--- config.mk ---
export PLATFORM = sky130hd
export DESIGN_NAME = pc_fetch_unit
export DESIGN_NICKNAME = d
export VERILOG_FILES = /design/src/rtl/cpu_pkg.sv /design/src/rtl/next_pc_sel.sv /design/src/rtl/pc_fetch_unit.sv
export SDC_FILE = /design/constraint.sdc
export NUM_CORES = 1
export LEC_CHECK = 0
export CAP_MARGIN = 10
export CELL_PAD_IN_SITES_DETAIL_PLACEMENT = 0
export CELL_PAD_IN_SITES_GLOBAL_PLACEMENT = 1
export CORE_ASPECT_RATIO = 0.75
export CORE_MARGIN = 4
export CORE_UTILIZATION = 28
export DETAILED_ROUTE_END_ITERATION = 8
export PLACE_DENSITY_LB_ADDON = 0.1
export SETUP_SLACK_MARGIN = 0.1
export SLEW_MARGIN = 20
export SYNTH_ARGS = -nofsm -noshare
export SYNTH_HDL_FRONTEND = slang
export SYNTH_SLANG_ARGS = --single-unit
--- constraint.sdc ---
create_clock -name clk -period 3.6 [get_ports clk]
set_clock_uncertainty 0.15 [all_clocks]
set_input_delay 0.72 -clock clk [delete_from_list [all_inputs] [get_ports clk]]
set_output_delay 0.72 -clock clk [all_outputs]
set_load 0.02 [all_outputs]
--- src/rtl/cpu_pkg.sv ---
// Shared CPU definitions: fetch-stage state encoding, reset/trap vectors and next-PC selects.
package cpu_pkg;

    typedef enum logic {
        FETCH = 1'b0,
        EXEC  = 1'b1
    } state_e;

    localparam logic [31:0] RESET_PC_DEFAULT   = 32'h0000_0000;
    localparam logic [31:0] EXC_VECTOR_DEFAULT = 32'h0000_0080;

    typedef enum logic [1:0] {
        NPC_SEQ = 2'd0,
        NPC_BR  = 2'd1,
        NPC_J   = 2'd2,
        NPC_JR  = 2'd3
    } npc_sel_e;

    // Redirect priority: jr > jump > branch > sequential.
    function automatic npc_sel_e npc_select(input logic jr, input logic jump, input logic br);
        if (jr) begin
            return NPC_JR;
        end else if (jump) begin
            return NPC_J;
        end else if (br) begin
            return NPC_BR;
        end
        return NPC_SEQ;
    endfunction

endpackage

--- src/rtl/next_pc_sel.sv ---
// Combinational next-PC multiplexer with word-alignment check on the chosen target.
module next_pc_sel
    import cpu_pkg::*;
(
    input  logic [31:0] pc_plus4,
    input  logic [25:0] instr_index,
    input  logic [31:0] ext_imm,
    input  logic [31:0] jr_target,
    input  npc_sel_e    sel,
    output logic [31:0] next_pc,
    output logic        misaligned
);

    logic [31:0] br_target;
    logic [31:0] j_target;

    // Word offset; the two top immediate bits fall off the shift.
    assign br_target = pc_plus4 + (ext_imm << 2);
    assign j_target  = {pc_plus4[31:28], instr_index, 2'b00};

    // Select the target and flag any target that is not word aligned.
    always_comb begin
        next_pc = pc_plus4;
        case (sel)
            NPC_SEQ: next_pc = pc_plus4;
            NPC_BR:  next_pc = br_target;
            NPC_J:   next_pc = j_target;
            NPC_JR:  next_pc = jr_target;
            default: next_pc = pc_plus4;
        endcase
        misaligned = (next_pc[1:0] != 2'b00);
    end

endmodule

--- src/rtl/pc_fetch_unit.sv ---
// PC register, instruction fetch handshake, instruction register and misaligned-target trap.
module pc_fetch_unit
    import cpu_pkg::*;
#(
    parameter logic [31:0] RESET_PC   = RESET_PC_DEFAULT,
    parameter logic [31:0] EXC_VECTOR = EXC_VECTOR_DEFAULT
) (
    input  logic        clk,
    input  logic        reset_n,
    output logic        imem_req,
    output logic [31:0] imem_addr,
    input  logic        imem_ready,
    input  logic [31:0] imem_rdata,
    output logic [31:0] instr,
    output logic        instr_valid,
    output logic [31:0] pc,
    output logic [31:0] pc_plus4,
    input  logic        commit,
    input  logic        branch_taken,
    input  logic [31:0] ext_imm,
    input  logic        jump,
    input  logic        jr,
    input  logic [31:0] jr_target,
    output logic        misalign,
    output logic [31:0] epc
);

    state_e      state_q;
    logic [31:0] pc_q;
    logic [31:0] instr_q;
    logic [31:0] epc_q;
    logic        misalign_q;

    npc_sel_e    sel;
    logic [31:0] next_pc;
    logic        misaligned;

    assign pc_plus4 = pc_q + 32'd4;
    assign sel      = npc_select(jr, jump, branch_taken);

    next_pc_sel u_next_pc_sel (
        .pc_plus4    (pc_plus4),
        .instr_index (instr_q[25:0]),
        .ext_imm     (ext_imm),
        .jr_target   (jr_target),
        .sel         (sel),
        .next_pc     (next_pc),
        .misaligned  (misaligned)
    );

    // Fetch/execute sequencing, PC update on commit and trap capture.
    always_ff @(posedge clk) begin
        if (!reset_n) begin
            state_q    <= FETCH;
            pc_q       <= RESET_PC;
            instr_q    <= 32'h0;
            epc_q      <= 32'h0;
            misalign_q <= 1'b0;
        end else begin
            misalign_q <= 1'b0;
            case (state_q)
                FETCH: begin
                    if (imem_ready) begin
                        instr_q <= imem_rdata;
                        state_q <= EXEC;
                    end
                end
                EXEC: begin
                    if (commit) begin
                        state_q <= FETCH;
                        if (misaligned) begin
                            pc_q       <= EXC_VECTOR;
                            epc_q      <= next_pc;
                            misalign_q <= 1'b1;
                        end else begin
                            pc_q <= next_pc;
                        end
                    end
                end
                default: state_q <= FETCH;
            endcase
        end
    end

    assign imem_req    = (state_q == FETCH);
    assign instr_valid = (state_q == EXEC);
    assign imem_addr   = pc_q;
    assign pc          = pc_q;
    assign instr       = instr_q;
    assign epc         = epc_q;
    assign misalign    = misalign_q;

endmodule
### After elaboration in Yosys (flattened, before gate mapping)

Index checks and enable logic that the tools add are counted.

* add/sub/neg operators: 2
* multiply operators: 0
* divide/modulo/power cells: 0
* $lt $le $gt $ge: 0
* equality and inequality tests: 3
* shift operators: 0
* muxes and demuxes: 13
* bitwise logic cells: 1
* reduce and logical (&&, ||, !) cells: 6

Operator list (count)
* $pmux 32 s4: 1
* $add 32x3->32 const B: 1
* $add 32x32->32: 1
* $mux 32: 1
* $mux 2: 4
* $mux 1: 6
* $reduce_and 3->1: 2
* $eq 2x2->1 const B: 2
* $reduce_and 2->1: 2
* $eq 2x1->1 const B: 1
* $logic_not 2->1: 1
* $pmux 1 s2: 1
* $reduce_bool 2->1: 1
* $not 1->1: 1

* register bits after elaboration: 98
* latch bits: 0
* RAM bits: 0
* ROM bits: 0
* bits of input ports: 103
* output and inout bits: 163
* word-level logic and storage cells: 30
* memories kept: 0

### Depth between registers and ports, before layout

* depth in word-level cells: 8
* mapped depth: 18

### Modules after synthesis

Synthesis repeated with hierarchy kept, for this count alone.

* cells, all modules: 823
* area total of the unflattened synthesis: 6847.8 µm²

By module, submodules not included
* pc_fetch_unit: times used 1, cells each 548, area each 4551.9 µm², sequential area each 1961.9 µm²
* next_pc_sel: times used 1, cells each 275, area each 2296.0 µm², sequential area each 0.0 µm²

### Worst setup path before layout

OpenSTA, ideal clock, no wires.

* path type: register -> register
* from: reg pc_q[2] (netlist: imem_addr[2])
* to: reg epc_q[28] (netlist: epc[28])
* setup time: 0.103 ns
* arrival: 4.104 ns
* path slack: -0.758 ns
* cell stages (with the launch flop): 18
* buffers on the path: 1
* clock period less this slack: 4.358 ns
* path through: dfxtp_1 -> ha_1 -> nand3_1 -> nor2_1 -> nand2_1 -> nor3_1 -> nand2_1 -> xnor2_1 -> ha_1 -> clkbuf_1 -> a211oi_1 -> o21bai_1 -> a21o_1 -> a31oi_1 -> or4b_1 -> nand4_1 -> a2111oi_1 -> a2111oi_2

* longest elaborated chain between the ends: 3

RTL lines
* start: declaration: line pc_fetch_unit.sv:29 `logic [31:0] pc_q;`
* start signal: assignment: line pc_fetch_unit.sv:76 `pc_q <= next_pc;`
* $add 32x3->32: line pc_fetch_unit.sv:38 `assign pc_plus4 = pc_q + 32'd4;`
* named net pc_plus4[22]: line pc_fetch_unit.sv:17 `output logic [31:0] pc_plus4,`
* $add 32x32->32: line next_pc_sel.sv:18 `assign br_target = pc_plus4 + (ext_imm << 2);`
* $pmux 32 s4: line next_pc_sel.sv:24 `case (sel)`
* end signal: assignment: line pc_fetch_unit.sv:73 `epc_q <= next_pc;`
* end: declaration: line pc_fetch_unit.sv:31 `logic [31:0] epc_q;`

The timed path passes the listed nets, and every way through them passes these cells.
A chain may end at the register's enable or synchronous reset.

### Worst setup path after layout

* from: reg pc_q[2] (netlist: imem_addr[2])
* to: reg pc_q[25] (netlist: imem_addr[25])

* longest elaborated chain between the ends: 4

RTL lines
* $add 32x3->32 *: line pc_fetch_unit.sv:38
* $add 32x32->32: line next_pc_sel.sv:18
* $pmux 32 s4 *: line next_pc_sel.sv:24
* $mux 32 *: line pc_fetch_unit.sv:71 `if (misaligned) begin`

Every way passes the cells marked *; elsewhere a longest branch is shown, timed or not.

==> metrics <==
Synth Flop Type dfxtp_1; hold crit path type flop to flop; Setup violations, final 1; failing checks setup timing; FF+latch area 2010 um2; yosys warns 0; number of maximum-capacitance violations 0; TritonCTS clock tree built; Cells after Synth 883; synth top area cells dfxtp_1 (30%), nand2_1 (9.1%), o21ai_0 (6.8%); CTS clk-pin slew, worst paths 0.08 ns; Max Freq 275 MHz; Root Buffer Master clkbuf_16; hold buffer count at CTS 0; Max IR drop VDD 0.000237 V; post-synthesis simple-gate area fraction 0.213; DIE AREA 25,800 um2; layout cells sized above 1 0.247; worst-skew pair later-pin latency 0.37 ns; Fillers 2,274; TritonCTS Buffers 9; Die H 140 um; post-synthesis adder-cell area fraction 0.0684; row count 48; hold depth 2; final wirelength 31,300 um; largest family of logic cells by synthesized area compound AO/OA/AOI/OAI gates; Max H-tree Level 3; Seq/Total Area, Yosys 0.301; Crit Path Class flop to flop; status finished with violations; Worst R2R Setup Slack -0.03 ns; Slew headroom 0.564; Seq cells post-synth 98; via count 7,768; first-pass GRT wire length 46,500 um; Worst Path Required 3.76 ns; final hold vios 0; asr flop ratio synth 0; largest net degree at the start of global routing 42; xor/xnor share of the synthesized area 0.0686; Mean Syn Cell Area 7.38 um2; Initial Util 0.284; Die W 184 um; total grt overflow 0; Post-route DRC 0; multiplexer share of the synthesized area 0.00461; Stages on worst setup path 17; Pleak 4.80 nW; Avg Vias per Cell 5.01; Detailed Place HPWL 24,400 um; number of global-route vias before repair 7,575; core area 22,900 um2; ordered list of cells on the worst path nand4_1, nor2_1, and2_4, nand2_1, xnor2_2, ha_1, nand4_1, o21ai_1, a31oi_1, buf_4, buf_4, nand3_1, a21bo_2, mux2i_1, a211o_1, a31oi_4, a22o_1; critical path's slowest cell dfxtp_4; Final nets 1,384; RSZ-0062 raised after global routing yes; largest area contributor in the netlist dfxtp_1; Final Util 0.499; dpl ws -0.226 ns; Bufs and invs on worst path 2; Post-synth EDFFs 0; complex-gate fraction of the synthesized area 0.266; CP endpoint kind flop; Mapped Nets 1,021; Final Slew Violations 0; Worst EP arrival 3.79 ns; DRT iter0 DRCs 537; Least-Margin Pin Slew 0.652 ns; First-pass DRT Iterations 5; Power Density 270 nW/um2; antenna-violating nets left 0; slowest stage delay, CP 0.38 ns; crit path launch type flop; # diodes 0; Setup WS post-layout -0.0347 ns; clock buffer depth 2; WL per Instance 20.2 um; post-synth top area share 0.301; Multi-input gate area 4740 um2; port buffer count 263; fin crit share 1.01; Routability Congestion 0.885; cell family with most CP delay compound AO/OA/AOI/OAI gates; global-route usage over all layers 0.234; CTS Sinks 98; antenna violations before repair 0; Ports 266; CP max FO 5; Yosys cell types 61; Min Clock Period, post-route 3.63 ns; Syn Std Cell Area 6510 um2; synth-to-layout area growth 75.6%; reg2reg path depth 17
stage by stage:
step           area [um2]  hold slack (ns)  total power (W)  std cells  TNS, ns
3_3_place_gp        10500            0.288          0.00204       1512    -3.23
3_5_place_dp        10500            0.298          0.00204       1512    -3.60
4_1_cts             10900            0.312          0.00307       1534        0
2_1_floorplan        6810            0.369          0.00159        883  -0.0979
5_1_grt             11400            0.336          0.00321       1551   -0.961
6_report            11400            0.310          0.00308       1551  -0.0347
cell usage after synthesis (all sizes together), types with 4 or more instances:
cell    instances
nand2         158
dfxtp          98
o21ai          90
a21oi          88
nor2           64
clkbuf         45
buf            37
ha             34
xnor2          31
nand3          26
xor2           20
and3           17
inv            17
a21o           14
nand4          14
a211oi         11
nor2b           9
o22ai           9
o211ai          7
o21a            7
a31oi           6
and2            6
nor3            6
o31ai           6
a221oi          5
a22o            5
nand2b          5
o21bai          4
what timing repair did:
action,in CTS,in global routing
pin swaps,27,56
endpoints found under the setup margin,39,37
gates resized for setup,33,84
buffers inserted,6,17
worst min-delay path, cell delays in order (launching register included):
cell     delay (ns)
dfxtp_1        0.32
nand2_1        0.05
a21oi_1        0.05
layout make-up:
class,count,share of cell area
multi-input cells,684,0.414
repair buffers,434,0.345
flip-flops and latches,98,0.176
well taps,300,0.0328
clock buffers,9,0.0197
inverters,19,0.00623
clock inverters,7,0.00612
layer usage:
layer,global-route usage,up-vias,wire (um)
li1,-,3815,-
met1,0.347,3668,15400
met2,0.360,262,13700
met3,0.0405,23,1870
met4,0.0381,0,374
met5,0,-,0
logic make-up (layout without fill, tap and decap cells):
kind of cell | count (synthesis) | count (layout)
buf+inv | 101 | 469
flops | 98 | 98
mux | 3 | 3
simple gates | 314 | 314
xor+xnor | 51 | 51
fa+ha+maj | 35 | 35
compound gates | 281 | 281
report_power, final:
group          total, W  switching [W]  internal (W)  leakage, nW
clock           0.00102       0.000528      0.000490        0.141
combinational  0.000907       0.000471      0.000436         3.85
sequential      0.00116      0.0000396       0.00112        0.810
total           0.00308        0.00104       0.00205         4.80
state kept, by name, indices dropped and copies added (netlist names):
name and cells:
instr 32, instr_valid 1, misalign 1, imem_addr 32, epc 32
path summary, 6_finish.rpt:
path,from,end
worst max-delay path,imem_addr[2],imem_addr[25]
worst min-delay path,epc[3],epc[3]
worst max register to register,imem_addr[2],imem_addr[25]
worst min register to register,epc[3],epc[3]
placed cells by master (no fill, tap or decap), types with 5 or more instances in the layout:
cell type and instances:
clkdlybuf4s50_1 252, buf_4 166, nand2_1 150, dfxtp_1 78
a21oi_1 77, o21ai_0 68, nor2_1 57, nand3_1 22
ha_1 22, o21ai_1 18, xnor2_1 17, inv_1 16
a21o_1 14, nand4_1 14, and3_1 13, xor2_1 12
xnor2_2 11, ha_4 11, dfxtp_4 11, o22ai_1 9
a21oi_2 9, clkbuf_16 9, dfxtp_2 9, o211ai_1 7
o21a_1 7, a211oi_1 6, o31ai_1 6, nor2b_1 6
xor2_2 6, nand2b_1 5, nor2_2 5, a22o_1 5
nand2_2 5, a211oi_2 5, dlymetal6s2s_1 5, dlygate4sd2_1 5
Note: power is estimated with default switching activity, not from simulation.
